--- src/rtl/pkt_seq_pkg.sv ---
// Shared state encoding and ctrl-byte decode for the packet sequencer.
package pkt_seq_pkg;

    typedef enum logic [2:0] {
        StIdle,
        StRecv,
        StProc,
        StTx,
        StDrop
    } state_e;

    localparam logic [7:0] SopCtrlDefault = 8'hFF;

    // Payload words carry this ctrl value; any other value except the SOP code closes a packet.
    localparam logic [7:0] CtrlData = 8'h00;

    function automatic logic is_eop(input logic [7:0] ctrl, input logic [7:0] sop_ctrl);
        return (ctrl != CtrlData) && (ctrl != sop_ctrl);
    endfunction

endpackage

--- src/rtl/pkt_seq_timer.sv ---
// Saturating ownership timer for the PROC phase; flags the last allowed cycle.
module pkt_seq_timer #(
    parameter int unsigned TIMEOUT = 1024
) (
    input  logic clk,
    input  logic reset_n,
    input  logic clear,
    input  logic enable,
    output logic expired
);

    localparam int unsigned TW = (TIMEOUT > 1) ? $clog2(TIMEOUT) : 1;
    localparam logic [TW-1:0] Last = TW'(TIMEOUT - 1);

    logic [TW-1:0] count_q, count_d;

    always_comb begin
        count_d = count_q;
        if (clear) begin
            count_d = '0;
        end else if (enable && (count_q != Last)) begin
            count_d = count_q + TW'(1);
        end
    end

    always_ff @(posedge clk) begin
        if (!reset_n) begin
            count_q <= '0;
        end else begin
            count_q <= count_d;
        end
    end

    assign expired = enable && (count_q == Last);

endmodule

--- src/rtl/pkt_seq_ctrl.sv ---
// Packet sequencer: tracks one packet from SOP through processor ownership to drain or drop.
module pkt_seq_ctrl
    import pkt_seq_pkg::*;
#(
    parameter int unsigned AWIDTH   = 8,
    parameter int unsigned MAX_LEN  = 200,
    parameter int unsigned TIMEOUT  = 1024,
    parameter logic [7:0]  SOP_CTRL = SopCtrlDefault
) (
    input  logic            clk,
    input  logic            reset_n,
    input  logic            wr_en,
    input  logic [7:0]      wr_ctrl,
    input  logic            fifo_full,
    input  logic [AWIDTH:0] tail_addr,
    input  logic            proc_done,
    input  logic            proc_drop,
    input  logic            tx_ready,
    output logic            fifo_sel,
    output logic            rd_en,
    output logic            drop_packet,
    output logic            stall,
    output logic            tx_valid,
    output logic            tx_last,
    output logic [AWIDTH:0] pkt_base,
    output logic [AWIDTH:0] pkt_len,
    output logic            err
);

    localparam int unsigned   PW     = AWIDTH + 1;
    localparam int unsigned   LenCap = (1 << PW) - 1;
    localparam logic [PW-1:0] LenMax = {PW{1'b1}};
    localparam logic [PW-1:0] MaxLen = PW'((MAX_LEN < LenCap) ? MAX_LEN : LenCap);
    localparam logic [PW-1:0] One    = PW'(1);

    state_e        state_q, state_d;
    logic [PW-1:0] pkt_len_q, pkt_len_d;
    logic [PW-1:0] pkt_base_q, pkt_base_d;
    logic [PW-1:0] rd_cnt_q, rd_cnt_d;
    logic [PW-1:0] len_next;
    logic          err_q, err_d;
    logic          tx_valid_q, tx_last_q;
    logic          wr_sop, wr_eop, last_rd;
    logic          timer_clear, timer_enable, timer_expired;

    assign wr_sop   = (wr_ctrl == SOP_CTRL);
    assign wr_eop   = is_eop(wr_ctrl, SOP_CTRL);
    assign len_next = (pkt_len_q == LenMax) ? pkt_len_q : pkt_len_q + One;

    pkt_seq_timer #(
        .TIMEOUT (TIMEOUT)
    ) u_timer (
        .clk     (clk),
        .reset_n (reset_n),
        .clear   (timer_clear),
        .enable  (timer_enable),
        .expired (timer_expired)
    );

    always_comb begin
        state_d      = state_q;
        pkt_len_d    = pkt_len_q;
        pkt_base_d   = pkt_base_q;
        rd_cnt_d     = rd_cnt_q;
        err_d        = err_q;
        fifo_sel     = 1'b0;
        stall        = 1'b1;
        rd_en        = 1'b0;
        drop_packet  = 1'b0;
        last_rd      = 1'b0;
        timer_clear  = 1'b1;
        timer_enable = 1'b0;

        unique case (state_q)
            StIdle: begin
                stall = 1'b0;
                if (wr_en) begin
                    if (wr_sop) begin
                        pkt_base_d = tail_addr;
                        pkt_len_d  = One;
                        state_d    = wr_eop ? StProc : StRecv;
                    end else begin
                        err_d   = 1'b1;
                        state_d = StDrop;
                    end
                end
            end
            StRecv: begin
                stall = 1'b0;
                if (fifo_full) begin
                    err_d   = 1'b1;
                    state_d = StDrop;
                end else if (wr_en) begin
                    if (wr_sop) begin
                        err_d   = 1'b1;
                        state_d = StDrop;
                    end else begin
                        pkt_len_d = len_next;
                        if (wr_eop) begin
                            state_d = StProc;
                        end else if (len_next >= MaxLen) begin
                            err_d   = 1'b1;
                            state_d = StDrop;
                        end
                    end
                end
            end
            StProc: begin
                timer_clear  = 1'b0;
                timer_enable = 1'b1;
                if (proc_drop) begin
                    state_d = StDrop;
                end else if (proc_done) begin
                    rd_cnt_d = '0;
                    state_d  = StTx;
                end else if (timer_expired) begin
                    err_d   = 1'b1;
                    state_d = StDrop;
                end
            end
            StTx: begin
                fifo_sel = 1'b1;
                // rd_cnt stays below pkt_len here, so the increment cannot overflow.
                rd_en    = tx_ready && (rd_cnt_q < pkt_len_q);
                if (rd_en) begin
                    rd_cnt_d = rd_cnt_q + One;
                    last_rd  = (rd_cnt_q + One == pkt_len_q);
                    if (last_rd) begin
                        state_d = StIdle;
                    end
                end
            end
            StDrop: begin
                drop_packet = 1'b1;
                state_d     = StIdle;
            end
            default: begin
                state_d = StIdle;
            end
        endcase

        // Writes arriving while back-pressured are ignored apart from flagging the violation.
        if (stall && wr_en) begin
            err_d = 1'b1;
        end
    end

    always_ff @(posedge clk) begin
        if (!reset_n) begin
            state_q    <= StIdle;
            pkt_len_q  <= '0;
            pkt_base_q <= '0;
            rd_cnt_q   <= '0;
            err_q      <= 1'b0;
            tx_valid_q <= 1'b0;
            tx_last_q  <= 1'b0;
        end else begin
            state_q    <= state_d;
            pkt_len_q  <= pkt_len_d;
            pkt_base_q <= pkt_base_d;
            rd_cnt_q   <= rd_cnt_d;
            err_q      <= err_d;
            tx_valid_q <= rd_en;
            tx_last_q  <= last_rd;
        end
    end

    assign tx_valid = tx_valid_q;
    assign tx_last  = tx_last_q;
    assign pkt_base = pkt_base_q;
    assign pkt_len  = pkt_len_q;
    assign err      = err_q;

endmodule

--- config.mk ---
export PLATFORM = sky130hd
export DESIGN_NAME = pkt_seq_ctrl
export DESIGN_NICKNAME = d
export VERILOG_FILES = /design/src/rtl/pkt_seq_pkg.sv /design/src/rtl/pkt_seq_timer.sv /design/src/rtl/pkt_seq_ctrl.sv
export SDC_FILE = /design/constraint.sdc
export NUM_CORES = 1
export LEC_CHECK = 0
export ABC_AREA = 1
export BUFFER_PORTS_ARGS = -buffer_cell sky130_fd_sc_hd__buf_2
export CAP_MARGIN = 10
export CORE_UTILIZATION = 30
export CTS_BUF_LIST = sky130_fd_sc_hd__clkbuf_8
export CTS_CLUSTER_SIZE = 24
export DETAILED_ROUTE_END_ITERATION = 8
export PLACE_DENSITY_LB_ADDON = 0.08
export SLEW_MARGIN = 20
export SYNTH_ARGS = -nofsm -noshare
export SYNTH_HDL_FRONTEND = slang
export SYNTH_SLANG_ARGS = --single-unit
--- constraint.sdc ---
create_clock -name clk -period 5.65 [get_ports clk]
set_clock_uncertainty 0.05 [all_clocks]
set_input_delay 0 -clock clk [delete_from_list [all_inputs] [get_ports clk]]
set_output_delay 0 -clock clk [all_outputs]
set_load 0.005 [all_outputs]
# Yosys cells after proc, flatten, opt, wreduce, memory -nomap -nowiden
# Index checks and enable logic that the tools add are counted.
[classes]
muxes = 42
eq_ne = 30
addsub = 3
magnitude_cmp = 2
reduce_logical = 18
[ops]
columns = ["operator", "count"]
rows = [
  ["9-bit two-way mux", 9],
  ["3-bit two-way mux", 12],
  ["9-bit one-hot mux with 2 select lines", 2],
  ["9-bit by 1-bit adder with 9-bit output (second input constant)", 2],
  ["2-bit != test (second input constant)", 9],
  ["3-bit != test (second input constant)", 6],
  ["1-bit two-way mux", 16],
  ["5-bit != test (second input constant)", 3],
  ["3-bit one-hot mux with 4 select lines", 1],
  ["6-bit AND reduction", 2],
  ["10-bit by 1-bit adder with 10-bit output (second input constant)", 1],
  ["10-bit equality test (second input constant)", 1],
  ["10-bit != test (second input constant)", 1],
  ["9-bit equality test", 1],
  ["9-bit equality test (second input constant)", 1],
  ["9-bit by 8-bit greater-or-equal comparator with 1-bit output (second input constant)", 1],
  ["9-bit < comparator", 1],
  ["9-bit AND reduction", 1],
  ["8-bit equality test (second input constant)", 1],
  ["4-bit != test (second input constant)", 2],
  ["8-bit != test (second input constant)", 1],
  ["8-bit nonzero test", 1],
  ["3-bit by 2-bit equality test with 1-bit output (second input constant)", 2],
  ["3-bit AND reduction", 2],
  ["other kinds (11)", 16],
]
[word_totals]
regBits = 43
inputBits = 24
out_inout_bits = 25

# Longest topological paths before layout
[depth]
word_depth = 10
ltp_mapped = 16

# By module
# From an unflattened synthesis, not the netlist that was laid out.
[hier_totals]
cells_unflattened = 450
area_unflattened_um2 = 2829.0
[modules_own_cells]
columns = ["mod", "n_inst", "area_each_um2", "cells_per_inst"]
rows = [
  ["pkt_seq_ctrl", 1, 2240.9, 363],
  ["pkt_seq_timer", 1, 588.1, 87],
]

# Least setup slack after synthesis
# No wires, ideal clock.
[synth_path]
path_type = "reg-to-reg"
startpoint = "register pkt_len_q[8] (netlist: pkt_len[8])"
endpoint = "register rd_cnt_q[6]"
t_arrival_ns = 1.752
setup_time_ns = 0.117
path_stages_with_launch = 13
n_path_buf = 1
required_ns = 5.483
synth_period_minus_slack_ns = 1.919
path_slack_ns = 3.731
cell_sequence = "dfxtp_1 > inv_1 > ha_1 > nand2_1 > nor2_1 > nand3b_1 > nand4_1 > nor2_4 > nor2_2 > inv_2 > buf_6 > o21ai_1 > a21oi_1"
[synth_between]
elab_chain_cells = 4
[synth_rtl]
columns = ["item", "line", "source"]
rows = [
  ["from (decl)", "pkt_seq_ctrl.sv:37", "logic [PW-1:0] pkt_len_q, pkt_len_d;"],
  ["from (signal assigned)", "pkt_seq_ctrl.sv:159", "pkt_len_q <= pkt_len_d;"],
  ["9-bit < comparator", "pkt_seq_ctrl.sv:124", "rd_en = tx_ready && (rd_cnt_q < pkt_len_q);"],
  ["1-bit logical AND", "pkt_seq_ctrl.sv:124", ""],
  ["2-bit != test (no source line)", "-", ""],
  ["4-bit AND reduction (no source line)", "-", ""],
  ["to (signal assigned)", "pkt_seq_ctrl.sv:161", "rd_cnt_q <= rd_cnt_d;"],
  ["to (decl)", "pkt_seq_ctrl.sv:39", "logic [PW-1:0] rd_cnt_q, rd_cnt_d;"],
]
# Every way passes these cells.
# A chain may end at the register's enable or synchronous reset.

# Final worst setup path
[layout_path]
startpoint = "register pkt_len_q[8] (netlist: pkt_len[8])"
endpoint = "register rd_cnt_q[5]"
# Same word-level chain as after synthesis.

==> summary.txt <==
GRT
  – Initial antenna violation count: 0
  – Gr usage total: 16.6%
  – First-pass GRT wire length: 12.8 mm
  – GRT overflow: 0
  – Vias in the first global route: around 2.6k
  – Largest net degree at the start of global routing: 20

Clock tree
  – CTS tree: yes
  – Num CTS Buffers: 5
  – Postcts setup bufs: 0
  – Clock-pin transition on the worst setup and hold timing paths: 90 ps
  – Max Root-Sink Buffers: 2
  – Clock Latency Late Sink: 300 ps
  – # clock sinks: 43
  – Root Buffer: clkbuf_8
  – Depth of the CTS H-tree: 2

Critical path
  – Cell Chain, Critical Path: inv_1 > ha_1 > nand2_1 > nor2_1 > nand3b_1 > nand4_1 > nor2_4 > nor2_2 > inv_2 > o21ai_0 > a21oi_1
  – Crit path buf inv count: 2
  – R2R Path Start: pkt_len[8]$_SDFFE_PN0P_
  – Family with the most delay on the worst path: simple AND/OR/NAND/NOR gates
  – Kind of critical path: flip-flop to flip-flop
  – CP required: a little under 6000 ps
  – Largest incremental delay on the critical path: roughly 480 ps
  – Reg-to-Reg End: rd_cnt_q[5]$_SDFFE_PN0P_
  – CP max FO: 15
  – CP Launch Type: flip-flop
  – Worst R2R Setup Slack: 3470 ps
  – Worst setup EP type: flip-flop
  – R2R depth: 11
  – Worst Path Arrival: 2320 ps
  – CP max-delay cell: dfxtp_1

Yosys
  – EDFF count, synth: 0
  – Net count after synthesis: 463
  – Cells after Synth: about 430
  – Post-synth top area share: 30.8%
  – Yosys cell types: 36
  – Ys Warns: 0
  – Seq/Total Area, Yosys: 30.8%
  – Seq cells post-synth: 43
  – Top cells by area, synth: dfxtp_1 31%, nand2_1 13%, nand3_1 7.7%, nor2_1 7.2%, a21oi_1 6.3%
  – Ys flop type: dfxtp_1
  – Share of flip-flops with an asynchronous set or reset: 0%
  – Post-synth top area cell: dfxtp_1
  – Synthesized cell area: about 2800 um2
  – Syn avg cell area: 6.55 um2

Route
  – Post-Route WL: 7.64 mm
  – Vias: 2825
  – Highest metal layer with signal wires: met4
  – Routed Antenna Nets: 0
  – Pre-antenna DRT Iters: 5
  – Wire length on met2: 3.37 mm
  – Avg Vias per Cell: between 4 and 5
  – DRC Markers: 0
  – Met3 WL: 379 um
  – WL met1: 3.86 mm
  – DR WL/cell: ~13 um
  – Starting DRC count in detailed routing: 83

Timing
  – Setup violations, final: 0
  – Fin. Hold Viols: 0
  – Final Max Slew Viols: 0
  – Worst Tran Pin Value: 617 ps
  – Period utilization: 38.6%
  – Worst hold slack: 20.9 ps
  – Headroom to the max-slew limit: between 50% and 60%
  – RSZ-0062 raised after global routing: false
  – Final worst path period need: ~2200 ps
  – Max Fclk: roughly 460 MHz
  – Final setup TNS: 0 ps

Floorplanning
  – # IOs: 49
  – Die footprint: approximately 10000 um2
  – Core box area: 8890 um2
  – Die width: 98.6 um
  – Initial core utilization: 31.5%
  – Row count: 34
  – Die height: 98.6 um

Finish
  – Layout Nets: around 520
  – Ant. Diodes: 0
  – Fillers: 988
  – Area Overhead vs Synth: 18.4%
  – Layout Cells excl Fill: 594
  – Multi-input logic area: about 1700 um2
  – Share of layout cells above drive strength 1: 21.0%
  – Register area: between 800 and 900 um2

Hold path
  – HP Start: reset_n
  – Hold path cells: 3
  – Hold Crit Class: primary input to flip-flop
  – Hold worst-path end: state_q[0]$_SDFFE_PN0P_

Place
  – GP Congestion: 0.857
  – DP HPWL: 5.92 mm
  – Number of port buffers: 48
  – # placed instances: 577

Power and ir drop
  – Peak supply drop: 0.000102 V
  – Leakage: 1.37 nW
  – Pwr dens: 265 nW/um2

Outcome
  – Status: finished, final reports clean

Run
  – Max-Cap Viols: 0
per-stage QoR:
stage	utilization [%]	power [mW]	area [um2]	worst slack [ps]
after floorplan	-	0.602	2800	3730
after CTS	37.3	0.892	3310	3450
after detailed placement	35.2	0.678	3130	3460
after global routing	37.3	0.951	3310	3230
after global placement	35.2	0.680	3130	3490
final	37.3	0.878	3310	3470
sequential cells by signal, summed over array words and instances, names as in the netlist:
register	cells
pkt_base	9
tx_last	1
tx_valid	1
pkt_len	9
rd_cnt_q	9
err	1
state_q	3
u_timer.count_q	10
worst min-delay path: cells and delay by family:
kind,cells,cell delay (ps)
buffers and inverters,1,200
and+or+nand+nor,2,130
Yosys cell counts (2+ instances only):
cell type / n
a21oi_1: 35
clkbuf_1: 2
nand4_1: 5
nor3_2: 4
o21ai_1: 4
nor3_1: 5
dfxtp_1: 43
nand2_1: 97
nand3_2: 3
buf_6: 2
o21ai_0: 25
ha_1: 12
nor2_2: 7
inv_1: 42
nand3_1: 43
nor2_4: 8
nor2_1: 54
xnor2_1: 2
nand2_2: 8
inv_2: 9
or2_2: 2
layout make-up:
cell class / count / area share, %
clock buffers: 5 / 2.08
flip-flops and latches: 43 / 26.0
multi-input cells: 325 / 51.2
well taps: 108 / 4.08
repair buffers: 57 / 9.97
clock inverters: 3 / 0.604
inverters: 53 / 6.04
report_power, final:
part	internal [mW]	total (mW)	switching, mW
Clock	0.0863	0.205	0.119
Sequential	0.325	0.355	0.0303
Combinational	0.113	0.318	0.205
Total	0.524	0.878	0.354
what timing repair did:
item,in CTS,in global routing
hold endpoints to repair,9,0
hold buffers,9,0
resized for setup,0,0
layer usage:
| metal | up-vias | track usage (%) |
|---|---|---|
| met5 | - | 0 |
| met4 | 0 | 4.82 |
| met3 | 2 | 3.40 |
| met2 | 69 | 26.3 |
| met1 | 1248 | 22.8 |
| li1 | 1506 | - |
layout by cell type (no fill, tap or decap), types with 8 or more instances in the layout:
master,instances
dfxtp_1,43
nand2_1,97
buf_2,48
nand2_2,8
a21oi_1,35
nor2_1,54
nor2_4,8
ha_1,12
inv_1,42
nand3_1,43
inv_2,9
o21ai_0,25
dlygate4sd3_1,9
logic make-up (layout without fill, tap and decap cells):
logic type      count (synthesis)  in the layout  synth area share, %
simple gates                  241            241                 41.5
compound gates                 69             69                 12.9
buf+inv                        59            118                 8.59
flops                          43             43                 30.8
fa+ha+maj                      12             12                 5.37
xor+xnor                        3              3                0.939
how the worst max path moves through the flow:
stage	cells after the start	start	to
after global routing	13	pkt_len[4]$_SDFFE_PN0P_	rd_cnt_q[1]$_SDFFE_PN0P_
after global placement	13	pkt_len[4]$_SDFFE_PN0P_	rd_cnt_q[1]$_SDFFE_PN0P_
after CTS	13	pkt_len[4]$_SDFFE_PN0P_	rd_cnt_q[1]$_SDFFE_PN0P_
after floorplan	12	pkt_len[8]$_SDFFE_PN0P_	rd_cnt_q[6]$_SDFFE_PN0P_
after detailed placement	13	pkt_len[4]$_SDFFE_PN0P_	rd_cnt_q[1]$_SDFFE_PN0P_
final	11	pkt_len[8]$_SDFFE_PN0P_	rd_cnt_q[5]$_SDFFE_PN0P_
Note: power is estimated with default switching activity, not from simulation.
